==> src/rtl/shreg_pkg.sv <==
// Shared types for the universal shift register: FSM states and shift direction.
package shreg_pkg;
  typedef enum logic {IDLE, SHIFT} shreg_state_e;
  typedef enum logic {DIR_LEFT, DIR_RIGHT} shreg_dir_e;
endpackage

==> src/rtl/shreg_step_logic.sv <==
// One-bit shift next-value function, shared by the single-step and multi-cycle paths.
// Rotate support is compiled in only when SHREG_ROTATE_EN is defined.
module shreg_step_logic
  import shreg_pkg::*;
#(
  parameter int WIDTH = 16
) (
  input  logic [WIDTH-1:0] cur,
  input  shreg_dir_e       dir,
  input  logic             arith,
`ifdef SHREG_ROTATE_EN
  input  logic             rot,
`endif
  input  logic             sin_l,
  input  logic             sin_r,
  output logic [WIDTH-1:0] nxt
);

  always_comb begin
    nxt = cur;
    if (dir == DIR_LEFT)
      nxt = {cur[WIDTH-2:0], sin_l};
    else if (arith)
      nxt = {cur[WIDTH-1], cur[WIDTH-1:1]};
    else
      nxt = {sin_r, cur[WIDTH-1:1]};
`ifdef SHREG_ROTATE_EN
    // rotate overrides both arithmetic mode and serial-in
    if (rot)
      nxt = (dir == DIR_LEFT) ? {cur[WIDTH-2:0], cur[WIDTH-1]} : {cur[0], cur[WIDTH-1:1]};
`endif
  end

endmodule

==> src/rtl/universal_shift_register.sv <==
// Bidirectional shift register with parallel load, single step and shift-by-N (one bit/clock).
// Optional rotate mode and rot port enabled by defining SHREG_ROTATE_EN.
module universal_shift_register
  import shreg_pkg::*;
#(
  parameter int WIDTH = 16,
  parameter int CNT_W = $clog2(WIDTH + 1)
) (
  input  logic             clk,
  input  logic             reset,
  input  logic             load,
  input  logic [WIDTH-1:0] in,
  input  logic             step,
  input  logic             start,
  input  logic             dir,
  input  logic             arith,
  input  logic [CNT_W-1:0] shamt,
  input  logic             sin_l,
  input  logic             sin_r,
`ifdef SHREG_ROTATE_EN
  input  logic             rot,
`endif
  output logic [WIDTH-1:0] out,
  output logic             sout_msb,
  output logic             sout_lsb,
  output logic             busy,
  output logic             done
);

  shreg_state_e     state, state_nxt;
  logic [CNT_W-1:0] count;
  logic [CNT_W-1:0] n_clamp;
  shreg_dir_e       dir_q, dir_sel;
  logic             arith_q, arith_sel;
  logic [WIDTH-1:0] shifted;

  // shift counts beyond WIDTH saturate rather than wrap
  assign n_clamp = (shamt > CNT_W'(WIDTH)) ? CNT_W'(WIDTH) : shamt;

  // mode comes from the latched copy while shifting, from live pins for a step
  assign dir_sel   = busy ? dir_q : shreg_dir_e'(dir);
  assign arith_sel = busy ? arith_q : arith;

`ifdef SHREG_ROTATE_EN
  logic rot_q, rot_sel;
  assign rot_sel = busy ? rot_q : rot;
`endif

  shreg_step_logic #(.WIDTH(WIDTH)) u_step (
    .cur   (out),
    .dir   (dir_sel),
    .arith (arith_sel),
`ifdef SHREG_ROTATE_EN
    .rot   (rot_sel),
`endif
    .sin_l (sin_l),
    .sin_r (sin_r),
    .nxt   (shifted)
  );

  always_ff @(posedge clk or posedge reset) begin
    if (reset) state <= IDLE;
    else       state <= state_nxt;
  end

  always_comb begin
    state_nxt = state;
    if (load)
      state_nxt = IDLE;
    else begin
      case (state)
        IDLE:    if (start && n_clamp != '0) state_nxt = SHIFT;
        SHIFT:   if (count == CNT_W'(1))     state_nxt = IDLE;
        default: state_nxt = IDLE;
      endcase
    end
  end

  always_comb begin
    busy     = (state == SHIFT);
    sout_msb = out[WIDTH-1];
    sout_lsb = out[0];
  end

  always_ff @(posedge clk or posedge reset) begin
    if (reset) begin
      out     <= '0;
      count   <= '0;
      done    <= 1'b0;
      dir_q   <= DIR_LEFT;
      arith_q <= 1'b0;
`ifdef SHREG_ROTATE_EN
      rot_q   <= 1'b0;
`endif
    end else begin
      done <= 1'b0;
      if (load) begin
        out   <= in;
        count <= '0;
      end else if (state == IDLE) begin
        if (start) begin
          dir_q   <= shreg_dir_e'(dir);
          arith_q <= arith;
`ifdef SHREG_ROTATE_EN
          rot_q   <= rot;
`endif
          count   <= n_clamp;
          if (n_clamp == '0) done <= 1'b1;
        end else if (step) begin
          out <= shifted;
        end
      end else begin
        out   <= shifted;
        count <= count - CNT_W'(1);
        if (count == CNT_W'(1)) done <= 1'b1;
      end
    end
  end

endmodule

==> config.mk <==
export PLATFORM = sky130hd
export DESIGN_NAME = universal_shift_register
export DESIGN_NICKNAME = d
export VERILOG_FILES = /design/src/rtl/shreg_pkg.sv /design/src/rtl/shreg_step_logic.sv /design/src/rtl/universal_shift_register.sv
export SDC_FILE = /design/constraint.sdc
export NUM_CORES = 1
export LEC_CHECK = 0
export ABC_AREA = 1
export CAP_MARGIN = 40
export CORE_MARGIN = 2
export CORE_UTILIZATION = 30
export DETAILED_ROUTE_END_ITERATION = 16
export MAX_ROUTING_LAYER = met4
export PLACE_DENSITY_LB_ADDON = 0.08
export SYNTH_ARGS = -nofsm -noshare
export SYNTH_HDL_FRONTEND = slang
export SYNTH_SLANG_ARGS = --single-unit
==> constraint.sdc <==
create_clock -name clk -period 1.6 [get_ports clk]
set_input_delay 0.32 -clock clk [delete_from_list [all_inputs] [get_ports clk]]
set_output_delay 0.32 -clock clk [all_outputs]
set_load 0.005 [all_outputs]
-- Word-level counts from Yosys, hierarchy flattened
Index checks and enable logic that the tools add are counted.
- flip-flop bits (word level): 25
- $add $sub $neg: 1
- $lt $le $gt $ge: 1
- eq/ne operators: 2
- multiplexer cells: 21
- bitwise logic cells: 2
- reduce and logical (&&, ||, !) cells: 7
- operators by type and width (cell ; count):
    $mux 16 ; 6
    $mux 5 ; 4
    $mux 1 ; 10
    $reduce_bool 3->1 ; 2
    $eq 5x1->1 const B ; 1
    $gt 5x5->1 const B ; 1
    $logic_not 5->1 ; 1
    $reduce_bool 5->1 ; 1
    $sub 5x1->5 const B ; 1
    $ne 3x2->1 const B ; 1
    $reduce_and 3->1 ; 1
    $not 1->1 ; 2
    $pmux 1 s2 ; 1
    $reduce_and 2->1 ; 1
    $logic_and 1x1->1 ; 1

-- Depth between registers and ports, before layout
Gate-level depths: netlist (run 1).
- depth in word-level cells: 7
- mapped depth: 9
- gate-level depth less buffers: 7

-- Cells and area by module
Synthesis (run 1) repeated with hierarchy kept, for this count alone.
- cell total of the unflattened synthesis: 225
- area total of the unflattened synthesis: 1505.2 sq um
- modules (own cells, without submodules) (module ; times used ; cells each ; area an instance (sq um)):
    universal_shift_register ; 1 ; 171 ; 1286.2
    shreg_step_logic ; 1 ; 54 ; 219.0

-- Least setup slack after synthesis (run 1)
No wires, ideal clock.
- kind: register -> register
- start point: register state (netlist: busy)
- end point: register out[15]
- arrival: 1.083 ns
- required time: 1.484 ns
- slack: 0.400 ns
- stages on the path, launching flop included: 9
- path buffers: 2
- cell sequence: dfrtp_1 > buf_6 > nor2_4 > nand2_4 > inv_6 > buf_12 > nor2_1 > nand2_1 > nand2_1
- longest elaborated chain between the ends: 7
- elaborated cells on any way between the ends: 11
- ends and longest elaborated chain (what ; RTL line ; text):
    from (decl) ; universal_shift_register.sv:30 ; shreg_state_e state, state_nxt;
    from (signal assigned) ; universal_shift_register.sv:63 ; else state <= state_nxt;
    $mux 1 ; universal_shift_register.sv:42 ; assign arith_sel = busy ? arith_q : arith;
    $mux 16 ; shreg_step_logic.sv:23 ; else if (arith)
    $mux 16 ; shreg_step_logic.sv:21 ; if (dir == DIR_LEFT)
    $mux 16 ; universal_shift_register.sv:109 ; end else if (step) begin
    $mux 16 ; universal_shift_register.sv:101 ; if (start) begin
    $mux 16 ; universal_shift_register.sv:100 ; end else if (state == IDLE) begin
    $mux 16 ; universal_shift_register.sv:97 ; if (load) begin
    to (signal assigned) ; universal_shift_register.sv:98 ; out <= in;
    to (signal assigned) ; universal_shift_register.sv:110 ; out <= shifted;
    to (signal assigned) ; universal_shift_register.sv:113 ; out <= shifted;
    to (decl) ; universal_shift_register.sv:23 ; output logic [WIDTH-1:0] out,
Parallel ways exist; a longest one is shown, timed or not. The select of a mux whose other input is x is not followed.
A chain may end at the register's enable or synchronous reset.

-- Worst setup path in the final report (run 1)
- start point: register out[10]
- end point: output port out[10]
No word-level cell between the ends.

==> key figures, run 1 <==
Worst setup path
  • Critical path origin: out[10]
  • CP Max Fanout: 4
  • Required @ worst endpoint: 1.28 ns
  • CP endpoint: out[10]
  • Worst endpoint data arrival time: about 1.2 ns
  • CP max-delay cell: clkdlybuf4s50_1
  • Worst setup SP type: flop
  • CP top delay family: buffers and inverters
  • Crit path cell chain: clkdlybuf4s50_1
  • Crit path depth: 1
  • CP endpoint kind: output port
  • Reg-to-reg startpoint: busy
  • Crit path kind: reg -> out
  • Crit path buffers/inverters: 1
  • CP peak stage delay: 0.53 ns
  • R2R cell count: 8
  • Worst r2r dst: out[8]
  • R2R Setup Slk: 0.22 ns

GRT
  • Initial antenna violation count: 0
  • M2 GR Usage: 25.1%
  • GR Util met1: 21.8%
  • Met3 Use GR: 2.07%
  • GRT busiest layer: met2
  • Vias in the first global route: 1601
  • First-pass GRT wire length: between 7000 and 8000 um
  • Global route total overflow: 0
  • All-Layer GR Usage: 16.1%
  • Largest net degree at the start of global routing: 26

Drt
  • Antenna-violating nets left: 0
  • 1st-pass router iterations: 4
  • Via count: 1637
  • Initial DRC count: 97
  • Wire per inst: 12.4 um
  • Post-Route WL: 4450 um
  • Drt drc: 0
  • Vias per inst: 4.55

CTS
  • # H-tree levels: 1
  • CTS root buf: clkbuf_8
  • CTS Buf Count: 3
  • Bufs on Longest Clock Path: 2
  • Clock-pin slew of the registers on the worst-case setup and hold paths: 0.10 ns
  • CTS tree: built
  • Clk Latency, worst-skew pair: 0.28 ns
  • # clock sinks: 25

Logic synthesis
  • EDFF count, synth: 0
  • Ranking of synthesized cells by area: dfrtp_1 38%, nand2_1 17%, nor2_1 7.5%
  • Synth top area share: 37.8%
  • Top_reg_cell synth: dfrtp_1
  • Yosys cell types: 25
  • Register bit total from synthesis: 25
  • Commonest cells post-synth: 74 x nand2_1, 33 x nor2_1, 25 x dfrtp_1
  • Syn nets: 263
  • Gate Count Post-Synth: 231
  • Synth warn: 0
  • Cell area after synthesis: between 0.0015 and 0.002 mm2
  • Synthesized area per cell: 7.17 um2
  • Cell with the most instances after synthesis: nand2_1
  • Share of the yosys chip area belonging to registers: 37.8%
  • Ys async rst share: 100%
  • Synth area leader: dfrtp_1

Timing
  • Clock skew: between 0.008 and 0.009 ns
  • Final worst path period share: 97.6%
  • Fin crit period: 1.56 ns
  • Final Hold Fails: 0
  • Setup violators final: 0
  • Final hold slack: approximately 0.40 ns
  • Setup TNS: 0 ns
  • Fmax: 640 MHz
  • Final setup margin: 0.0387 ns
  • Pins Over Slew Limit: 0
  • Max-slew headroom: 76.8%
  • Unrepaired setup endpoints after global routing: false
  • Worst-margin pin slew: 0.348 ns

Power and ir drop
  • Internal power: 1270 uW
  • Part of the power in the clock network: 20.9%
  • Switch share: 33.9%
  • Power Density: ~840 mW/mm2
  • Worst VDD drop: 449 uV
  • Comb pwr share: 36.6%
  • Switch Pwr: 652 uW
  • Seq pwr share: 42.5%
  • Static leakage: 0.00109 uW

Floorplanning
  • Die Width: just under 80 um
  • I/O pins: 50
  • Core Rows: 27
  • Die ar.: 0.00613 mm2
  • Die Y: 78.3 um
  • Core Area: 0.00541 mm2
  • Starting Density: 30.6%

Worst hold path
  • Hold Crit Class: in -> async

Finish
  • Fin util: 42.3%
  • Share of post-route cells with drive strength above 1: about 14%
  • Syn-to-layout area delta: 38.1%
  • Antenna cells: 0
  • Fin nets: between 300 and 400

Place
  • PortBufs: 49
  • Dpl hpwl: 3210 um
  • Place WS: 0.0133 ns
  • Gpl congestion: 0.864

Job
  • Max_cap viols: 0

Outcome
  • Status: finished clean
cell type report:
class                           count  area [um2]
Multi-Input combinational cell    174         832
Inverter                           21        88.8
Clock buffer                        3        41.3
Sequential cell                    25         628
Tap cell                           72        90.1
Fill cell                         571        3120
Clock inverter                      1        5.00
Timing Repair Buffer               64         603
what timing repair did:
item / CTS / global route
gates resized for setup: 1 / 1
hold buffers: 0 / 0
setup buffers: 1 / 1
setup endpoints to repair: 1 / 2
registers in the layout, indices dropped and copies added, names as in the netlist:
register / cells
out: 16
count: 5
arith_q: 1
busy: 1
dir_q: 1
done: 1
cell usage in the layout (no fill, tap or decap), types with 2 or more instances in the layout:
cell type        Yosys  final
buf_4                5     15
nor2_1              33     33
a21oi_2              8      8
nand3_1             22     22
a21oi_1              9      9
clkdlybuf4s50_1      0     49
o21ai_2              2      2
clkbuf_8             1      3
nand2_2              2      2
inv_1               18     18
ha_1                 2      2
o21ai_0             10     10
nand2_1             74     74
o22ai_1              3      3
dfrtp_2              0      2
inv_6                2      2
nand2_4              4      4
dfrtp_1             25     23
how the worst min path moves through the flow:
stage / from / end / slack (ns)
finish: reset / out[13] / 0.40
global route: reset / out[0] / 0.46
CTS: reset / out[1] / 0.41
detailed placement: count[4] / count[4] / 0.47
global placement: count[4] / count[4] / 0.47
floorplan: reset / arith_q / 0.35
per-layer routing:
metal  vias up  share of wire (%)
li1        845                  -
met3         7                3.7
met4         0                1.5
met1       748                 49
met2        37                 46
met5         -                  0
cells by family (layout without fill, tap and decap cells):
logic type | Yosys count | after routing | share of synthesized area (%)
AO/OA/AOI/OAI | 34 | 34 | 12.9
adder cells (fa/ha/maj) | 2 | 2 | 1.51
buffers and inverters | 32 | 89 | 12.0
flip-flops | 25 | 25 | 37.8
AND/OR/NAND/NOR | 138 | 138 | 35.8
through the flow:
step / cells / total power [uW] / area [um2]
4_1_cts: 359 / 1950 / 2280
2_1_floorplan: 231 / 1210 / 1660
6_report: 360 / 1920 / 2290
3_3_place_gp: 354 / 1530 / 2220
3_5_place_dp: 354 / 1530 / 2220
5_1_grt: 360 / 2070 / 2290
power groups by stage:
| stage | sequential (uW) | clock [uW] | combinational (uW) |
|---|---|---|---|
| 2_1_floorplan | 813 | 0 | 398 |
| 6_report | 816 | 401 | 704 |
| 3_5_place_dp | 836 | 0 | 691 |
| 5_1_grt | 831 | 441 | 794 |
| 4_1_cts | 819 | 428 | 703 |
| 3_3_place_gp | 837 | 0 | 692 |
(Power assumes the default switching activity.)
==> run 2, diff against run 1 <==
- MAX_ROUTING_LAYER: met4 -> unset
==> run 2 against run 1 <==
- critical path depth is the same
- utilization unchanged
- sequential cell count stayed put
- maximum frequency decreased by 0.29%
- sequential power about the same
- final cell count is the same
- via count fell by 0.55%
- worst hold slack got worse by 0.0033 ns
- setup slack worse by 0.0046 ns
- routed wire length rose by 0.18%
- largest power group unchanged
==> key figures, run 2 (synthesized netlist as in run 1, its figures left out) <==
Timing
  • Max-slew headroom: 76.9% (was 76.8%)
  • Final hold slack: 0.393 ns (was 0.397 ns)
  • Final Hold Fails: 0 (unchanged)
  • Final worst path period share: 97.9% (was 97.6%)
  • Setup TNS: 0 ns (unchanged)
  • Worst-margin pin slew: 0.346 ns (was 0.348 ns)
  • Clock skew: 0.00644 ns (was 0.00805 ns)
  • Fmax: 639 MHz (was 640 MHz)
  • Setup violators final: 0 (unchanged)
  • Pins Over Slew Limit: 0 (unchanged)
  • Final setup margin: 0.0341 ns (was 0.0387 ns)
  • Unrepaired setup endpoints after global routing: false (unchanged)
  • Fin crit period: 1.57 ns (was 1.56 ns)

Worst setup path
  • Crit path cell chain: clkdlybuf4s50_1 (unchanged)
  • CP max-delay cell: clkdlybuf4s50_1 (unchanged)
  • CP top delay family: buffers and inverters (unchanged)
  • Worst r2r dst: out[8] (unchanged)
  • Required @ worst endpoint: 1.28 ns (about the same)
  • Crit path kind: reg -> out (unchanged)
  • Reg-to-reg startpoint: busy (unchanged)
  • CP Max Fanout: 4 (unchanged)
  • R2R Setup Slk: 0.22 ns (about the same)
  • Crit path buffers/inverters: 1 (unchanged)
  • CP peak stage delay: 0.53 ns (about the same)
  • Worst setup SP type: flop (unchanged)
  • Worst endpoint data arrival time: 1.25 ns (was 1.24 ns)
  • CP endpoint kind: output port (unchanged)
  • R2R cell count: 8 (unchanged)

Power and ir drop
  • Comb pwr share: 36.6% (about the same)
  • Static leakage: 0.00109 uW (unchanged)
  • Seq pwr share: 42.4% (was 42.5%)
  • Switch share: 34.1% (was 33.9%)
  • Worst VDD drop: 450 uV (was 449 uV)
  • Internal power: 1270 uW (about the same)
  • Power Density: 842 mW/mm2 (was 840 mW/mm2)
  • Part of the power in the clock network: 21.0% (was 20.9%)
  • Switch Pwr: 656 uW (was 652 uW)

CTS
  • Clk Latency, worst-skew pair: 0.28 ns (about the same)
  • Hold_buf cts: 0 (unchanged)
  • # H-tree levels: 1 (unchanged)
  • CTS Buf Count: 3 (unchanged)
  • Clock-pin slew of the registers on the worst-case setup and hold paths: 0.10 ns (about the same)
  • # clock sinks: 25 (unchanged)
  • CTS tree: built (unchanged)
  • Bufs on Longest Clock Path: 2 (unchanged)
  • CTS root buf: clkbuf_8 (unchanged)

Finish
  • Largest reg by FF count: out (unchanged)
  • Finished Layout Cells: 360 (unchanged)
  • Share of post-route cells with drive strength above 1: 14.2% (unchanged)
  • Antenna cells: 0 (unchanged)
  • Regs by FF count: out x16, count x5 (unchanged)
  • Commonest non-fill, non-tap cells in the layout: 74 x nand2_1, 49 x clkdlybuf4s50_1, 33 x nor2_1, 23 x dfrtp_1, 22 x nand3_1 (unchanged)
  • Max FFs per register: 16 (unchanged)
  • Syn-to-layout area delta: 38.1% (unchanged)
  • Commonest non-fill, non-tap cell in the layout: nand2_1 (unchanged)
  • Fin nets: 321 (unchanged)
  • Finished Cell Area: 0.00229 mm2 (unchanged)

Floorplanning
  • Die Width: 78.3 um (unchanged)
  • Core Area: 0.00541 mm2 (unchanged)
  • Die ar.: 0.00613 mm2 (unchanged)
  • Die Y: 78.3 um (unchanged)
  • Core Rows: 27 (unchanged)
  • Starting Density: 30.6% (unchanged)
  • I/O pins: 50 (unchanged)

Drt
  • Antenna-violating nets left: 0 (unchanged)
  • Drt drc: 0 (unchanged)
  • Post-Route WL: 4460 um (was 4450 um)
  • Wire per inst: 12.4 um (about the same)
  • Initial DRC count: 89 (was 97)
  • 1st-pass router iterations: 4 (unchanged)
  • Vias per inst: 4.52 (was 4.55)
  • Via count: 1628 (was 1637)

Worst hold path
  • Hold Crit Class: in -> async (unchanged)

GRT
  • All-Layer GR Usage: 15.7% (was 16.1%)
  • Largest net degree at the start of global routing: 26 (unchanged)
  • First-pass GRT wire length: 7650 um (was 7670 um)
  • Global route total overflow: 0 (unchanged)
  • Initial antenna violation count: 0 (unchanged)
  • Vias in the first global route: 1600 (was 1601)

Place
  • Dpl hpwl: 3210 um (unchanged)
  • Gpl congestion: 0.851 (was 0.864)
  • Placed cells: 354 (unchanged)
  • Place WS: 0.0133 ns (unchanged)
  • Post-place instance area: 0.00222 mm2 (unchanged)
  • PortBufs: 49 (unchanged)

Outcome
  • Status: finished clean (unchanged)

Job
  • Max_cap viols: 0 (unchanged)
run 2: area by class of cell:
| type | count | area (um2) |
|---|---|---|
| flip-flops and latches | 25 | 628 |
| clock inverters | 1 | 5.00 |
| repair buffers | 64 | 603 |
| clock buffers | 3 | 41.3 |
| inverters | 21 | 88.8 |
| fillers | 571 | 3120 |
| well taps | 72 | 90.1 |
| multi-input cells | 174 | 832 |
run 2: routing by layer:
| layer | wire length, um | global-route usage (%) |
|---|---|---|
| met4 | 62 | 5.26 |
| met2 | 1980 | 25.1 |
| met3 | 194 | 2.07 |
| met5 | 0 | 0 |
| met1 | 2230 | 21.8 |
run 2: metrics by stage:
| stage | power (uW) | util (%) |
|---|---|---|
| 2_1_floorplan | 1210 | - |
| 3_3_place_gp | 1530 | 41.2 |
| 3_5_place_dp | 1530 | 41.2 |
| 4_1_cts | 1950 | 42.2 |
| 5_1_grt | 2070 | 42.3 |
| 6_report | 1930 | 42.3 |
run 2: worst max-delay path by stage:
stage	to	depth (start not counted)	from
after floorplan	out[15]	8	busy
after global placement	out[7]	7	load
after global routing	out[10]	1	out[10]
after CTS	out[11]	1	out[11]
final	out[10]	1	out[10]
after detailed placement	out[7]	8	dir
run 2: what timing repair did:
action,in CTS,in global routing
resized for setup,1,1
setup buffers,1,1
endpoints found under the setup margin,1,2
run 2: power groups by stage:
stage	clock, uW	sequential (uW)	combinational (uW)
finish	405	816	705
global route	441	831	794
CTS	428	819	703
detailed placement	0	836	691
global placement	0	837	692
floorplan	0	813	398
==> run 3, diff against run 2 <==
- SLEW_MARGIN: unset -> 20
==> results of run 3 <==
Final layout, timing and power as in run 2 (identical DEF).
